===== config.mk =====
export PLATFORM = sky130hd
export DESIGN_NAME = apb_requester
export DESIGN_NICKNAME = d
export VERILOG_FILES = /design/src/rtl/apb_requester.sv
export SDC_FILE = /design/constraint.sdc
export NUM_CORES = 1
export LEC_CHECK = 0
export BUFFER_PORTS_ARGS = -buffer_cell sky130_fd_sc_hd__buf_2
export CAP_MARGIN = 5
export CORE_ASPECT_RATIO = 0.75
export CORE_UTILIZATION = 47
export CTS_CLUSTER_SIZE = 30
export DETAILED_ROUTE_END_ITERATION = 12
export PLACE_DENSITY = 0.85
export SLEW_MARGIN = 10
export SYNTH_ARGS = -nofsm -noshare
export SYNTH_HDL_FRONTEND = slang
export SYNTH_SLANG_ARGS = --single-unit
export TNS_END_PERCENT = 50

===== constraint.sdc =====
create_clock -name clk -period 3.36 [get_ports clk]
set_clock_uncertainty 0.05 [all_clocks]
set_input_delay 0.336 -clock clk [delete_from_list [all_inputs] [get_ports clk]]
set_output_delay 0.336 -clock clk [all_outputs]
set_load 0.02 [all_outputs]

===== src/rtl/apb_requester.sv =====
// APB3 requester: turns a valid/ready command stream into SETUP/ACCESS transfers
// and returns read data and timeout status on a valid/ready response stream.
module apb_requester #(
  parameter int unsigned ADDR_W  = 8,
  parameter int unsigned DATA_W  = 32,
  parameter int unsigned TIMEOUT = 16
) (
  input  logic              clk,
  input  logic              rst,
  input  logic              cmd_valid,
  output logic              cmd_ready,
  input  logic              cmd_write,
  input  logic [ADDR_W-1:0] cmd_addr,
  input  logic [DATA_W-1:0] cmd_wdata,
  output logic              rsp_valid,
  input  logic              rsp_ready,
  output logic              rsp_write,
  output logic [DATA_W-1:0] rsp_rdata,
  output logic              rsp_err,
  output logic [ADDR_W-1:0] paddr,
  output logic              pwrite,
  output logic              psel,
  output logic              penable,
  output logic [DATA_W-1:0] pwdata,
  input  logic [DATA_W-1:0] prdata,
  input  logic              pready
);

  localparam int unsigned CNT_W = (TIMEOUT == 0) ? 1 : $clog2(TIMEOUT + 1);
  localparam logic [CNT_W-1:0] CNT_MAX  = '1;
  localparam logic [CNT_W-1:0] CNT_LAST = CNT_W'(TIMEOUT - 1);
  localparam bit TIMEOUT_EN = (TIMEOUT != 0);

  typedef enum logic [1:0] {
    S_IDLE   = 2'd0,
    S_SETUP  = 2'd1,
    S_ACCESS = 2'd2
  } state_t;

  state_t            r_state;
  logic [CNT_W-1:0]  r_cnt;
  logic              r_psel;
  logic              r_penable;
  logic              r_pwrite;
  logic [ADDR_W-1:0] r_paddr;
  logic [DATA_W-1:0] r_pwdata;
  logic              r_rsp_valid;
  logic              r_rsp_write;
  logic [DATA_W-1:0] r_rsp_rdata;
  logic              r_rsp_err;

  state_t            w_state_nxt;
  logic [CNT_W-1:0]  w_cnt_nxt;
  logic              w_psel_nxt;
  logic              w_penable_nxt;
  logic              w_pwrite_nxt;
  logic [ADDR_W-1:0] w_paddr_nxt;
  logic [DATA_W-1:0] w_pwdata_nxt;
  logic              w_rsp_valid_nxt;
  logic              w_rsp_write_nxt;
  logic [DATA_W-1:0] w_rsp_rdata_nxt;
  logic              w_rsp_err_nxt;
  logic              w_cmd_ready;
  logic              w_accept;

  // Only unregistered output: a new command waits until the previous response is retired.
  assign w_cmd_ready = (r_state == S_IDLE) && !r_rsp_valid && !rst;
  assign w_accept    = cmd_valid && w_cmd_ready;

  // Next-state and next-output logic.
  always_comb begin
    w_state_nxt     = r_state;
    w_cnt_nxt       = r_cnt;
    w_psel_nxt      = r_psel;
    w_penable_nxt   = r_penable;
    w_pwrite_nxt    = r_pwrite;
    w_paddr_nxt     = r_paddr;
    w_pwdata_nxt    = r_pwdata;
    w_rsp_valid_nxt = r_rsp_valid;
    w_rsp_write_nxt = r_rsp_write;
    w_rsp_rdata_nxt = r_rsp_rdata;
    w_rsp_err_nxt   = r_rsp_err;

    if (r_rsp_valid && rsp_ready) begin
      w_rsp_valid_nxt = 1'b0;
      w_rsp_write_nxt = 1'b0;
      w_rsp_rdata_nxt = '0;
      w_rsp_err_nxt   = 1'b0;
    end

    case (r_state)
      S_IDLE: begin
        if (w_accept) begin
          w_paddr_nxt  = cmd_addr;
          w_pwrite_nxt = cmd_write;
          w_pwdata_nxt = cmd_wdata;
          w_cnt_nxt    = '0;
          w_state_nxt  = S_SETUP;
        end
      end
      S_SETUP: begin
        w_psel_nxt    = 1'b1;
        w_penable_nxt = 1'b0;
        w_state_nxt   = S_ACCESS;
      end
      S_ACCESS: begin
        // First ACCESS cycle raises penable; completer is sampled only once it is high.
        if (!r_penable) begin
          w_penable_nxt = 1'b1;
        end else if (pready) begin
          w_psel_nxt      = 1'b0;
          w_penable_nxt   = 1'b0;
          w_rsp_valid_nxt = 1'b1;
          w_rsp_write_nxt = r_pwrite;
          w_rsp_rdata_nxt = r_pwrite ? '0 : prdata;
          w_rsp_err_nxt   = 1'b0;
          w_state_nxt     = S_IDLE;
        end else if (TIMEOUT_EN && (r_cnt == CNT_LAST)) begin
          w_psel_nxt      = 1'b0;
          w_penable_nxt   = 1'b0;
          w_rsp_valid_nxt = 1'b1;
          w_rsp_write_nxt = r_pwrite;
          w_rsp_rdata_nxt = '0;
          w_rsp_err_nxt   = 1'b1;
          w_state_nxt     = S_IDLE;
        end else if (r_cnt != CNT_MAX) begin
          w_cnt_nxt = r_cnt + CNT_W'(1);
        end
      end
      default: begin
        w_psel_nxt    = 1'b0;
        w_penable_nxt = 1'b0;
        w_state_nxt   = S_IDLE;
      end
    endcase
  end

  // State and output registers.
  always_ff @(posedge clk or posedge rst) begin
    if (rst) begin
      r_state     <= S_IDLE;
      r_cnt       <= '0;
      r_psel      <= 1'b0;
      r_penable   <= 1'b0;
      r_pwrite    <= 1'b0;
      r_paddr     <= '0;
      r_pwdata    <= '0;
      r_rsp_valid <= 1'b0;
      r_rsp_write <= 1'b0;
      r_rsp_rdata <= '0;
      r_rsp_err   <= 1'b0;
    end else begin
      r_state     <= w_state_nxt;
      r_cnt       <= w_cnt_nxt;
      r_psel      <= w_psel_nxt;
      r_penable   <= w_penable_nxt;
      r_pwrite    <= w_pwrite_nxt;
      r_paddr     <= w_paddr_nxt;
      r_pwdata    <= w_pwdata_nxt;
      r_rsp_valid <= w_rsp_valid_nxt;
      r_rsp_write <= w_rsp_write_nxt;
      r_rsp_rdata <= w_rsp_rdata_nxt;
      r_rsp_err   <= w_rsp_err_nxt;
    end
  end

  assign cmd_ready = w_cmd_ready;
  assign rsp_valid = r_rsp_valid;
  assign rsp_write = r_rsp_write;
  assign rsp_rdata = r_rsp_rdata;
  assign rsp_err   = r_rsp_err;
  assign paddr     = r_paddr;
  assign pwrite    = r_pwrite;
  assign psel      = r_psel;
  assign penable   = r_penable;
  assign pwdata    = r_pwdata;

endmodule


==> metrics.txt, run 1 <==
# TYPE chip_impl_metric gauge
chip_impl_metric{name="grt_pass1_vias",unit=""} 2398
chip_impl_metric{name="yosys.cell_types.count",unit=""} 31
chip_impl_metric{name="post_route_cells_drive_above_1_share",unit="%"} 58.64
chip_impl_metric{name="yosys_register_bits",unit=""} 85
chip_impl_metric{name="number_of_nets_produced_by_synthesis",unit=""} 302
chip_impl_metric{name="worst-endpoint-required",unit="ns"} 3.57
chip_impl_metric{name="maxSlewViolCount",unit=""} 0
chip_impl_metric{name="setup_violations",unit=""} 0
chip_impl_metric{name="nFillCells",unit=""} 538
chip_impl_metric{name="port_buffers",unit=""} 156
chip_impl_info{name="critPathTopFamily",value="simple AND/OR/NAND/NOR gates"} 1
chip_impl_info{name="cp_cell_sequence",value="ha_1 > and3_1 > ha_1 > or2_2 > a32oi_2 > buf_4 > a22o_1"} 1
chip_impl_metric{name="tightest_slew",unit="ns"} 0.8503
chip_impl_metric{name="postCtsSetupBuffers",unit=""} 0
chip_impl_metric{name="grt_util_all_layers",unit="%"} 20.23
chip_impl_metric{name="fin_area",unit="um2"} 4511
chip_impl_metric{name="cts.path.max_buffers",unit=""} 2
chip_impl_metric{name="post_cts_hold_buffer_count",unit=""} 0
chip_impl_metric{name="final.period_utilization",unit="%"} 66.41
chip_impl_metric{name="wirelength_routed",unit="um"} 7635
chip_impl_metric{name="power.density_cell_area",unit="nW/um2"} 982.4
chip_impl_metric{name="timing.final.ws_setup",unit="ns"} 1.129
chip_impl_info{name="cts_tree",value="done"} 1
chip_impl_info{name="rsz0062_at_grt",value="false"} 1
chip_impl_metric{name="clkTransAtPathRegs",unit="ns"} 0.08
chip_impl_metric{name="antenna_found_initial",unit=""} 0
chip_impl_metric{name="drt_first_pass_iters",unit=""} 4
chip_impl_metric{name="synth-warning-count",unit=""} 0
chip_impl_info{name="r2r_start",value="r_cnt[0]"} 1
chip_impl_metric{name="floorplan.rows",unit=""} 26
chip_impl_metric{name="place_worst_setup_slack",unit="ns"} 1.171
chip_impl_metric{name="first_iter_violations",unit=""} 88
chip_impl_metric{name="globalRoute.totalOverflow",unit=""} 0
chip_impl_info{name="start_kind",value="register"} 1
chip_impl_metric{name="drt_drc_violations_left",unit=""} 0
chip_impl_metric{name="n_antenna_cell",unit=""} 0
chip_impl_metric{name="synthCells",unit=""} 220
chip_impl_metric{name="place_hpwl",unit="um"} 5399
chip_impl_metric{name="pin_count",unit=""} 157
chip_impl_info{name="cp-end-kind",value="register"} 1
chip_impl_metric{name="die_h",unit="um"} 76.33
chip_impl_metric{name="ant_nets",unit=""} 0
chip_impl_metric{name="timing.critical_path.arrival",unit="ns"} 2.44
chip_impl_info{name="crit_slowest_cell",value="sky130_fd_sc_hd__dfrtp_1"} 1
chip_impl_metric{name="relative_max_transition_margin",unit="%"} 43.20
chip_impl_metric{name="insertion_delay",unit="ns"} 0.33
chip_impl_metric{name="worst_ir_drop_vdd",unit="uV"} 421.7
chip_impl_metric{name="die_w",unit="um"} 101.1
chip_impl_metric{name="nNetsFinal",unit=""} 460
chip_impl_metric{name="areaGrowthSynthToFinish",unit="%"} 30.29
chip_impl_metric{name="fmax",unit="GHz"} 0.4482
chip_impl_metric{name="gpl.final_weighted_congestion",unit=""} 0.7559
chip_impl_metric{name="cts_resized",unit=""} 0
chip_impl_metric{name="max-cap-violations",unit=""} 0
chip_impl_info{name="hold_path_class",value="in -> async"} 1
chip_impl_info{name="mostFrequentLayoutCells",value="156 x sky130_fd_sc_hd__buf_2, 85 x sky130_fd_sc_hd__dfrtp_1, 39 x sky130_fd_sc_hd__mux2_4, 31 x sky130_fd_sc_hd__a22o_1, 9 x sky130_fd_sc_hd__clkbuf_8"} 1
chip_impl_metric{name="final_period_minus_worst_setup_slack",unit="ns"} 2.231
chip_impl_metric{name="numClockSinks",unit=""} 85
chip_impl_metric{name="vias",unit=""} 2427
chip_impl_info{name="mostFrequentLayoutCell",value="sky130_fd_sc_hd__buf_2"} 1
chip_impl_metric{name="worstPathMaxFanout",unit=""} 31
chip_impl_metric{name="place_area",unit="um2"} 4329
chip_impl_info{name="setup.worst_path.class",value="reg -> reg"} 1
chip_impl_metric{name="cts-buffers-inserted",unit=""} 9
chip_impl_metric{name="initial_utilization",unit="%"} 49.73
chip_impl_metric{name="grt_start_max_net_pins",unit=""} 53
chip_impl_metric{name="grt_first_pass_wirelength",unit="um"} 12010
chip_impl_metric{name="route.detailed.vias_per_inst",unit=""} 5.056
chip_impl_metric{name="cts_htree_levels",unit=""} 3
chip_impl_info{name="critical-path-top-cell-by-count",value="sky130_fd_sc_hd__ha_1"} 1
chip_impl_metric{name="finalHoldViolCount",unit=""} 0
chip_impl_metric{name="timing.critical_path.buf_inv",unit=""} 1
chip_impl_metric{name="core-area",unit="um2"} 6962
chip_impl_info{name="cp-startpoint",value="r_cnt[0]"} 1
chip_impl_metric{name="post_drt_wl_per_cell",unit="um"} 15.91
chip_impl_metric{name="syn_avg_cell_area",unit="um2"} 15.74
chip_impl_info{name="outcome",value="completed"} 1
chip_impl_metric{name="fin_tns_setup",unit="ns"} 0
chip_impl_metric{name="dieArea",unit="um2"} 7717
chip_impl_metric{name="synth_seq_area_share",unit="%"} 61.44
chip_impl_metric{name="static-leakage-power",unit="uW"} 0.002508
chip_impl_metric{name="slowest_delay",unit="ns"} 0.40
chip_impl_metric{name="mappedNetlistArea",unit="um2"} 3462
chip_impl_info{name="cts_root_buffer",value="sky130_fd_sc_hd__clkbuf_8"} 1
==> registers in the layout, indices dropped and copies added, names as in the netlist <==
register / cells
pwdata: 32
rsp_rdata: 32
paddr: 8
r_cnt: 5
r_state: 2
penable: 1
psel: 1
pwrite: 1
rsp_err: 1
rsp_valid: 1
rsp_write: 1
==> area by class of cell <==
type                            instances  area, um2  share of cell area, %
Inverter                                7      27.53                 0.6103
Sequential cell                        85       2127                  47.16
Timing Repair Buffer                  160      823.3                  18.25
Clock buffer                           11      131.4                  2.913
Multi-Input combinational cell        115       1229                  27.24
Tap cell                               98      122.6                  2.718
Clock inverter                          4      50.05                  1.110
==> report_power, final <==
group	internal [uW]	switching, uW	leakage (uW)
Clock	339	335	0.0000854
Sequential	1490	291	0.00107
Combinational	898	1080	0.00135
==> cell usage after synthesis, drive strengths merged <==
library cell	n	area share, %
nand2	6	0.72
a22o	31	7.8
nor4	1	0.61
mux2i	3	0.87
ha	4	1.4
nand2b	1	0.18
mux2	43	18
dfrtp	85	61
and4	1	0.25
inv	7	0.76
or2	1	0.18
and2	1	0.18
buf	11	2.3
a31oi	1	0.18
o22a	1	0.25
nor4b	1	0.43
nor2b	1	0.18
and3	3	0.54
a32o	2	0.58
o21a	1	0.22
clkbuf	2	0.22
o21ai	4	0.58
a32oi	2	0.51
a22oi	1	0.36
a31o	1	0.25
o211ai	1	0.22
nor2	3	0.33
a21oi	1	0.14
==> worst register-to-register path: cells and delay by family, from the launching register on <==
family | cells | cell delay [ns]
AND/OR/NAND/NOR | 2 | 0.52
adder cells (fa/ha/maj) | 2 | 0.45
AO/OA/AOI/OAI | 2 | 0.41
flip-flops | 1 | 0.40
buffers and inverters | 1 | 0.34
==> final timing paths <==
kind                                      end  slack (ns)  cells past startpoint
worst max-delay path            rsp_rdata[23]        1.13                      7
worst min-delay path                rsp_valid        0.03                      2
worst max register to register  rsp_rdata[23]        1.13                      7
worst min register to register  rsp_rdata[27]        0.45                      1
max in group asynchronous       rsp_rdata[13]        2.56                      3
min in group clk                rsp_rdata[25]        0.17                      2
==> metal layers <==
layer  routed length [um]  vias to the layer above  track usage [%]
li1                     -                     1111                -
met1                 3308                     1208            25.94
met2                 3728                      102            32.86
met3                  541                        6            6.147
met4                   57                        0            6.377
met5                    0                        -                0
==> metrics by stage <==
stage          hold WS, ns  util [%]  cells  total power (uW)
6_report           0.03133     64.79    480              4431
4_1_cts            0.03519     64.79    480              4474
3_5_place_dp        0.4127     62.19    465              3776
2_1_floorplan       0.3933         -    220              3108
5_1_grt            0.05864     64.79    480              4674
3_3_place_gp        0.3941     62.19    465              3699
==> logic make-up (layout without fill, tap and decap cells) <==
group	count (synthesis)	in the layout	synth area share (%)
buf+inv	20	182	3.289
compound gates	46	46	11.13
simple gates	19	19	3.615
fa+ha+maj	4	4	1.446
flops	85	85	61.44
mux	46	46	19.08
(Power assumes the default switching activity.)
==> run 2: changes to the inputs <==
- CORE_UTILIZATION: 47 -> 42
- PLACE_DENSITY: 0.85 -> 0.81
- clock period: 3.36 -> 1.9 ns (I/O delays scaled with it)
==> run 2 against run 1 <==
  * The flow now finishes with violations (negative setup slack)
  * Power grew 89%
  * Fmax up 15%
  * Hold slack got worse by 0.013 ns
  * Flip-flop and latch count unchanged
  * Die area up 12%
  * Sequential share of layout area fell by 5.0 points
  * Combinational power rose by 96%
  * Core utilization decreased by 1.4 points
  * Critical path type unchanged
  * Highest routed layer unchanged
==> metrics.txt, run 2 (synthesis gave the netlist of run 1 again) <==
# TYPE chip_impl_metric gauge
chip_impl_metric{name="timing.final.ws_setup",unit="ns"} -0.04652
chip_impl_metric{name="die_h",unit="um"} 80.63
chip_impl_metric{name="fin_area",unit="um2"} 5044
chip_impl_metric{name="ant_nets",unit=""} 0
chip_impl_metric{name="grt_first_pass_wirelength",unit="um"} 12850
chip_impl_metric{name="grt_pass1_vias",unit=""} 2637
chip_impl_metric{name="nFillCells",unit=""} 596
chip_impl_metric{name="final.period_utilization",unit="%"} 102.4
chip_impl_metric{name="floorplan.rows",unit=""} 28
chip_impl_metric{name="setup_violations",unit=""} 26
chip_impl_metric{name="wirelength_routed",unit="um"} 8580
chip_impl_metric{name="dieArea",unit="um2"} 8614
chip_impl_metric{name="fmax",unit="GHz"} 0.5137
chip_impl_info{name="cts_root_buffer",value="sky130_fd_sc_hd__clkbuf_8"} 1
chip_impl_metric{name="insertion_delay",unit="ns"} 0.35
chip_impl_info{name="hold_path_class",value="in -> reg"} 1
chip_impl_metric{name="numClockSinks",unit=""} 85
chip_impl_info{name="rsz0062_at_grt",value="true"} 1
chip_impl_metric{name="worst_ir_drop_vdd",unit="uV"} 852.4
chip_impl_metric{name="nNetsFinal",unit=""} 500
chip_impl_info{name="start_kind",value="register"} 1
chip_impl_metric{name="multiInputGateArea",unit="um2"} 1265
chip_impl_metric{name="finalHoldViolCount",unit=""} 0
chip_impl_metric{name="initial_utilization",unit="%"} 43.53
chip_impl_metric{name="power.density_cell_area",unit="nW/um2"} 1661
chip_impl_info{name="mostFrequentLayoutCell",value="sky130_fd_sc_hd__buf_2"} 1
chip_impl_metric{name="relative_max_transition_margin",unit="%"} 72.66
chip_impl_metric{name="post_route_cells_drive_above_1_share",unit="%"} 58.39
chip_impl_metric{name="final_period_minus_worst_setup_slack",unit="ns"} 1.947
chip_impl_metric{name="gpl.final_weighted_congestion",unit=""} 0.7834
chip_impl_metric{name="vias",unit=""} 2640
chip_impl_metric{name="timing.critical_path.arrival",unit="ns"} 2.18
chip_impl_metric{name="drt_drc_violations_left",unit=""} 0
chip_impl_metric{name="n_antenna_cell",unit=""} 0
chip_impl_metric{name="grt_start_max_net_pins",unit=""} 61
chip_impl_metric{name="place_hpwl",unit="um"} 5426
chip_impl_metric{name="fin_tns_setup",unit="ns"} -0.7195
chip_impl_metric{name="areaGrowthSynthToFinish",unit="%"} 45.68
chip_impl_metric{name="antenna_found_initial",unit=""} 0
chip_impl_metric{name="static-leakage-power",unit="uW"} 0.002742
chip_impl_info{name="failed_checks",value="negative setup slack"} 1
chip_impl_metric{name="max-cap-violations",unit=""} 0
chip_impl_metric{name="first_iter_violations",unit=""} 171
chip_impl_metric{name="port_buffers",unit=""} 156
chip_impl_metric{name="grt_util_all_layers",unit="%"} 19.68
chip_impl_metric{name="core-area",unit="um2"} 7953
chip_impl_metric{name="route.detailed.vias_per_inst",unit=""} 5.000
chip_impl_info{name="mostFrequentLayoutCells",value="156 x sky130_fd_sc_hd__buf_2, 85 x sky130_fd_sc_hd__dfrtp_1, 39 x sky130_fd_sc_hd__mux2_4, 31 x sky130_fd_sc_hd__a22o_1, 24 x sky130_fd_sc_hd__dlygate4sd3_1"} 1
chip_impl_metric{name="place_area",unit="um2"} 4438
chip_impl_info{name="cp-end-kind",value="register"} 1
chip_impl_metric{name="sequential_standard_cell_area",unit="um2"} 2127
chip_impl_metric{name="maxSlewViolCount",unit=""} 0
chip_impl_info{name="setup.worst_path.class",value="reg -> reg"} 1
chip_impl_metric{name="clkTransAtPathRegs",unit="ns"} 0.09
chip_impl_metric{name="hold_slack",unit="ns"} 0.01827
chip_impl_metric{name="cts.path.max_buffers",unit=""} 2
chip_impl_metric{name="pin_count",unit=""} 157
chip_impl_metric{name="worstPathMaxFanout",unit=""} 8
chip_impl_metric{name="tightest_slew",unit="ns"} 0.4083
chip_impl_metric{name="cts-buffers-inserted",unit=""} 9
chip_impl_metric{name="post_drt_wl_per_cell",unit="um"} 16.25
chip_impl_metric{name="die_w",unit="um"} 106.8
chip_impl_metric{name="globalRoute.totalOverflow",unit=""} 0
chip_impl_info{name="cts_tree",value="done"} 1
chip_impl_metric{name="cts_htree_levels",unit=""} 3
chip_impl_metric{name="worst-endpoint-required",unit="ns"} 2.14
chip_impl_info{name="outcome",value="finished with violations"} 1
chip_impl_metric{name="drt_first_pass_iters",unit=""} 4
## run 2: repair_timing
action / in CTS / in global routing
cloned: 2 / 1
pin swaps: 2 / 6
gates resized for setup: 10 / 0
buffers inserted: 4 / 2
hold endpoints to repair: 103 / 5
hold buffers: 19 / 5
endpoints found under the setup margin: 36 / 36
## run 2: critical path, stage by stage (launching register included)
cell	delay, ns
sky130_fd_sc_hd__dfrtp_1	0.39
sky130_fd_sc_hd__ha_2	0.20
sky130_fd_sc_hd__and3_4	0.20
sky130_fd_sc_hd__ha_4	0.16
sky130_fd_sc_hd__or2_4	0.24
sky130_fd_sc_hd__a32oi_4	0.22
sky130_fd_sc_hd__buf_12	0.16
sky130_fd_sc_hd__buf_16	0.12
sky130_fd_sc_hd__a22o_1	0.14
## run 2: metal layers
| metal | global-route usage [%] | routed length [um] | up-vias |
|---|---|---|---|
| li1 | - | - | 1201 |
| met1 | 24.35 | 3737 | 1316 |
| met2 | 33.55 | 4276 | 109 |
| met3 | 5.195 | 446 | 14 |
| met4 | 6.575 | 119 | 0 |
| met5 | 0 | 0 | - |
## run 2: stage by stage
stage | utilization (%) | setup slack [ns] | cells | total power [uW]
after floorplan | - | -0.1061 | 220 | 5497
after global placement | 55.81 | -0.1022 | 480 | 6658
after detailed placement | 55.81 | -0.2035 | 480 | 6797
after CTS | 62.63 | -0.03158 | 521 | 8427
after global routing | 63.42 | -0.08212 | 528 | 8825
final | 63.42 | -0.04652 | 528 | 8379
## run 2: final timing paths
kind                         startpoint  depth (start not counted)       endpoint  slack, ns
max                            r_cnt[0]                          8  rsp_rdata[25]      -0.05
min                           cmd_write                          2         pwrite       0.02
max reg2reg                    r_cnt[0]                          8  rsp_rdata[25]      -0.05
min reg2reg                rsp_rdata[7]                          1   rsp_rdata[7]       0.45
max in group asynchronous           rst                          4      pwdata[9]       1.07
min in group asynchronous           rst                          4  rsp_rdata[16]       0.46
## run 2: final cells by class
class / instances / area share (%)
Inverter: 7 / 0.5954
Timing Repair Buffer: 200 / 25.28
Clock buffer: 11 / 3.002
Tap cell: 105 / 2.605
Sequential cell: 85 / 42.17
Clock inverter: 5 / 1.265
Multi-Input combinational cell: 115 / 25.08
## run 2: report_power, final
part / leakage (uW) / switching (uW) / internal, uW
Combinational: 0.00156 / 2030 / 1850
Clock: 0.000107 / 667 / 694
Sequential: 0.00107 / 509 / 2630
Total: 0.00274 / 3210 / 5170
